==> src/rtl/fetch_unit.sv <==
// RV32I instruction fetch stage: owns the architectural PC, issues one imem read at a time,
// and holds the fetched word for the consumer until it is accepted.
module fetch_unit #(
  parameter logic [31:0] RESET_PC = 32'h8000_0000
) (
  input  logic        clk,
  input  logic        rst,
  input  logic [31:0] NewPC,
  output logic        imem_req_valid,
  input  logic        imem_req_ready,
  output logic [31:0] imem_addr,
  input  logic        imem_resp_valid,
  input  logic [31:0] imem_resp_data,
  output logic        InstValid,
  input  logic        InstReady,
  output logic [31:0] Inst,
  output logic [31:0] CurPC,
  output logic        InstAddrMisaligned,
  output logic [31:0] FaultPC,
  output logic [31:0] RetireCount
);

  typedef enum logic [1:0] {
    REQ   = 2'd0,
    WAIT  = 2'd1,
    HOLD  = 2'd2,
    FAULT = 2'd3
  } state_t;

  localparam logic [31:0] NOP = 32'h0000_0013;

  state_t      state_r;
  state_t      state_s;
  logic [31:0] pc_r;
  logic [31:0] inst_r;
  logic [31:0] fault_pc_r;
  logic [31:0] retire_r;
  logic        accept_s;
  logic        misaligned_s;

  assign accept_s     = (state_r == HOLD) && InstReady;
  assign misaligned_s = (NewPC[1:0] != 2'b00);

  // next-state selection
  always_comb begin
    state_s = state_r;
    case (state_r)
      REQ: begin
        if (imem_req_ready) state_s = WAIT;
        else                state_s = REQ;
      end
      WAIT: begin
        if (imem_resp_valid) state_s = HOLD;
        else                 state_s = WAIT;
      end
      HOLD: begin
        if (accept_s) state_s = misaligned_s ? FAULT : REQ;
        else          state_s = HOLD;
      end
      FAULT:   state_s = FAULT;
      default: state_s = REQ;
    endcase
  end

  // state, PC, fetched word, fault capture and retire counter
  always_ff @(posedge clk) begin
    if (rst) begin
      state_r    <= REQ;
      pc_r       <= RESET_PC;
      inst_r     <= NOP;
      fault_pc_r <= 32'h0000_0000;
      retire_r   <= 32'h0000_0000;
    end else begin
      state_r <= state_s;
      // only a response in WAIT is ours; anything else is stale and dropped
      if ((state_r == WAIT) && imem_resp_valid) begin
        inst_r <= imem_resp_data;
      end
      if (accept_s) begin
        retire_r <= retire_r + 32'd1;
        if (misaligned_s) fault_pc_r <= NewPC;
        else              pc_r       <= NewPC;
      end
    end
  end

  assign imem_req_valid     = (state_r == REQ) && !rst;
  assign imem_addr          = pc_r;
  assign InstValid          = (state_r == HOLD);
  assign Inst               = inst_r;
  assign CurPC              = pc_r;
  assign InstAddrMisaligned = (state_r == FAULT);
  assign FaultPC            = fault_pc_r;
  assign RetireCount        = retire_r;

endmodule
==> config.mk <==
export PLATFORM = sky130hd
export DESIGN_NAME = fetch_unit
export DESIGN_NICKNAME = d
export VERILOG_FILES = /design/src/rtl/fetch_unit.sv
export SDC_FILE = /design/constraint.sdc
export NUM_CORES = 1
export LEC_CHECK = 0
export CORE_ASPECT_RATIO = 1.1
export CORE_MARGIN = 5
export CORE_UTILIZATION = 38
export DETAILED_ROUTE_END_ITERATION = 10
export HOLD_SLACK_MARGIN = 0.15
export PLACE_DENSITY = 0.76
export REMOVE_ABC_BUFFERS = 1
export SETUP_SLACK_MARGIN = 0.1
export SKIP_CTS_REPAIR_TIMING = 1
export SLEW_MARGIN = 20
export SYNTH_ARGS = -nofsm -noshare
export SYNTH_HDL_FRONTEND = slang
export SYNTH_SLANG_ARGS = --single-unit
==> constraint.sdc <==
create_clock -name clk -period 2.1 [get_ports clk]
set_input_delay 0.42 -clock clk [delete_from_list [all_inputs] [get_ports clk]]
set_output_delay 0.42 -clock clk [all_outputs]
set_load 0.05 [all_outputs]
==> metrics.md <==
| Metric | Value |
|---|---|
| Status | `finished, final reports clean` |
| DRT iter0 DRCs | `around 250` |
| Period utilisation layout | `between 90% and 100%` |
| Syn Area/Cell | `roughly 8.0 um^2` |
| Die width | `~120 um` |
| Post-Synthesis Cells | `approximately 650` |
| GRT overflow | `0` |
| Clock Pin Slew Worst Setup and Hold Paths | `about 50 ps` |
| Fin Hold WS | `395.5 ps` |
| Maximum vdd drop | `roughly 0.00041 V` |
| Total global-route track usage | `between 15 and 20%` |
| Cell breakdown of the critical path | `clkdlybuf4s50_1` |
| DRC viols | `0` |
| Tmin final | `approximately 2000 ps` |
| Unique masters post-synth | `36` |
| Setup crit start kind | `flip-flop` |
| Cells after DPL | `1015` |
| Initial Util | `about 39%` |
| Vias per std cell | `about 4.9` |
| Post-Synthesis Cell Area | `just over 5000 um^2` |
| Max-Cap Viols | `0` |
| Slew HR | `slightly above 60%` |
| Io pins | `~230` |
| Worst-path maximum fanout | `3` |
| PD cells | `717.8 nW/um^2` |
| First-pass iteration count of the detailed router | `4` |
| Clock Latency Late Sink | `approximately 400 ps` |
| Largest net degree at the start of global routing | `74` |
| Vias in the first global route | `4951` |
| Share of layout cells above drive strength 1 | `10.79%` |
| CTS Root Cell | `clkbuf_16` |
| Crit. End Element | `output pin` |
| RSZ-0062 raised after global routing | `true` |
| Least-Margin Pin Slew | `between 500 and 600 ps` |
| N_diodes | `0` |
| TritonCTS Buffers | `17` |
| Die area | `16090 um^2` |
| Die span in y | `132.5 um` |
| Area of the core | `~13000 um^2` |
| Placed standard-cell area | `~7700 um^2` |
| Buffers on Ports | `between 200 and 250` |
| Sequential share of the synthesized area | `roughly 50%` |
| Worst EP required | `~1700 ps` |
| CP arrival | `between 1500 and 2000 ps` |
| Max Clk Rate | `slightly below 500 MHz` |
| Leak Pwr | `around 0.0056 uW` |
| Setup TNS | `0 ps` |
| Post-route cell area | `about 8700 um^2` |
| Final Non-Filler Cells | `1046` |
| Final Slew Violations | `0` |
| Total number of vias | `roughly 5100` |
| Crit path buf inv count | `1` |
| Clock Skew | `just over 8 ps` |
| Slowest CP cell | `clkdlybuf4s50_1` |
| GPL Wtd Cong | `between 0.7 and 0.8` |
| CTS Buffer Depth | `2` |
| Area grow syn2layout | `67.41%` |
| CTS H-Tree Depth | `4` |
| Initial antenna violation count | `0` |
| Total wire length | `16160 um` |
| WL/cell | `~15 um` |
| Fill count | `approximately 1100` |
| Detailed Place HPWL | `11090 um` |
| CP Class | `reg -> out` |
| Final setup fails | `0` |
| Clk sinks | `130` |
| CTS tree | `built` |
| First-pass GRT wire length | `approximately 25000 um` |
| Worst hold path class | `in -> reg` |
| Routed Antenna Nets | `0` |
| CP max stage delay | `830 ps` |
| Row Count | `44` |
| Yosys reg bits | `130` |
| Fin. Hold Viols | `0` |
| Top Family by Delay on Critical Path | `buffers and inverters` |
| Warnings, synthesis | `0` |
| Final net count | `920` |
-- area by class of cell --
type                       instances  area (um^2)  share of cell area, %
timing repair buffer             260         3017                  34.75
sequential                       130         2605                  30.00
multi-input combinational        437         2202                  25.36
clock buffer                      22        484.2                  5.577
tap                              184        230.2                  2.652
clock inverter                     9        128.9                  1.484
inverter                           4        15.01                 0.1729
-- cell usage in the layout (no fill, tap or decap), types with 3 or more instances in the layout --
cell             instances
nand2_1                200
dlymetal6s2s_1         149
dfxtp_1                128
a21oi_1                102
clkdlybuf4s50_1         76
buf_4                   24
nor2_1                  19
clkbuf_16               17
nand3_1                 12
buf_12                  10
o21ai_0                  8
or3_1                    8
nor2b_1                  7
nand4_1                  7
mux2_2                   7
and4_1                   6
o31ai_1                  6
or4_1                    6
xor2_1                   6
nor3_1                   5
nor4_1                   5
nand3b_1                 4
inv_1                    4
a21oi_2                  4
clkbuf_8                 4
xnor2_1                  3
bufinv_16                3
clkinv_2                 3
-- through the flow --
step | utilization [%] | setup slack (ps) | total power, uW
2_1_floorplan | - | -422.5 | 2889
3_3_place_gp | 57.45 | -235.9 | 3247
3_5_place_dp | 57.45 | -260.2 | 3252
4_1_cts | 62.05 | -69.15 | 6302
5_1_grt | 65.17 | 26.58 | 6448
6_report | 65.17 | 76.62 | 6232
-- logic make-up after synthesis --
kind of cell,share of synthesized area (%)
flops,50.18
simple gates,25.55
xor+xnor,1.520
fa+ha+maj,0.2412
buf+inv,8.323
compound gates,12.47
mux,1.713
-- synth_stat cells --
| cell | number | share of area (%) |
|---|---|---|
| dfxtp_1 | 130 | 50 |
| nor3b_1 | 2 | 0.29 |
| buf_6 | 2 | 0.43 |
| o21ai_0 | 9 | 0.87 |
| nand3b_1 | 4 | 0.58 |
| nor2b_1 | 7 | 0.84 |
| buf_4 | 33 | 4.8 |
| xnor2_1 | 3 | 0.51 |
| or2_2 | 2 | 0.24 |
| ha_1 | 1 | 0.24 |
| a21oi_1 | 106 | 10 |
| clkbuf_1 | 39 | 2.8 |
| mux2_2 | 7 | 1.5 |
| or2_0 | 1 | 0.12 |
| nand4_1 | 7 | 0.84 |
| xor2_1 | 6 | 1.0 |
| and2_2 | 1 | 0.14 |
| nor4_1 | 6 | 0.72 |
| mux2i_1 | 1 | 0.19 |
| nand3b_4 | 1 | 0.39 |
| and3_1 | 1 | 0.12 |
| or3_1 | 8 | 0.97 |
| and2b_2 | 1 | 0.17 |
| or4_1 | 6 | 0.87 |
| nor3_1 | 6 | 0.58 |
| or4_4 | 1 | 0.22 |
| nand3_1 | 13 | 1.3 |
| o21ba_2 | 1 | 0.19 |
| o31ai_1 | 6 | 0.87 |
| inv_1 | 4 | 0.29 |
| and4_1 | 6 | 1.0 |
| and3b_2 | 1 | 0.19 |
| o31a_1 | 1 | 0.17 |
| nor2_1 | 21 | 1.5 |
| nand2_1 | 200 | 14 |
| a211oi_1 | 1 | 0.14 |
-- sequential cells by signal, summed over array words and instances, names as in the netlist --
register / flops
Inst: 32
FaultPC: 32
CurPC: 32
state_r: 2
RetireCount: 32
-- layer usage --
metal	part of all wire, %	wire length (um)	global-route usage [%]
met1	38	6220	22.30
met2	49	7953	31.80
met3	11	1765	8.326
met4	1.3	217	6.663
met5	0	0	0
-- report_power, final --
group	switching, uW	internal (uW)
logic	379	271
registers	25.2	2520
clock network	1060	1980
total	1460	4770
-- final timing paths --
path                                      from  cells past startpoint               to  slack, ps
worst min register to register        Inst[26]                      2         Inst[26]        450
worst max register to register  RetireCount[0]                      6  RetireCount[18]        140
worst min-delay path                       rst                      2  RetireCount[12]        400
worst max-delay path                  CurPC[2]                      1     imem_addr[2]         80
Note: power is estimated with default switching activity, not from simulation.
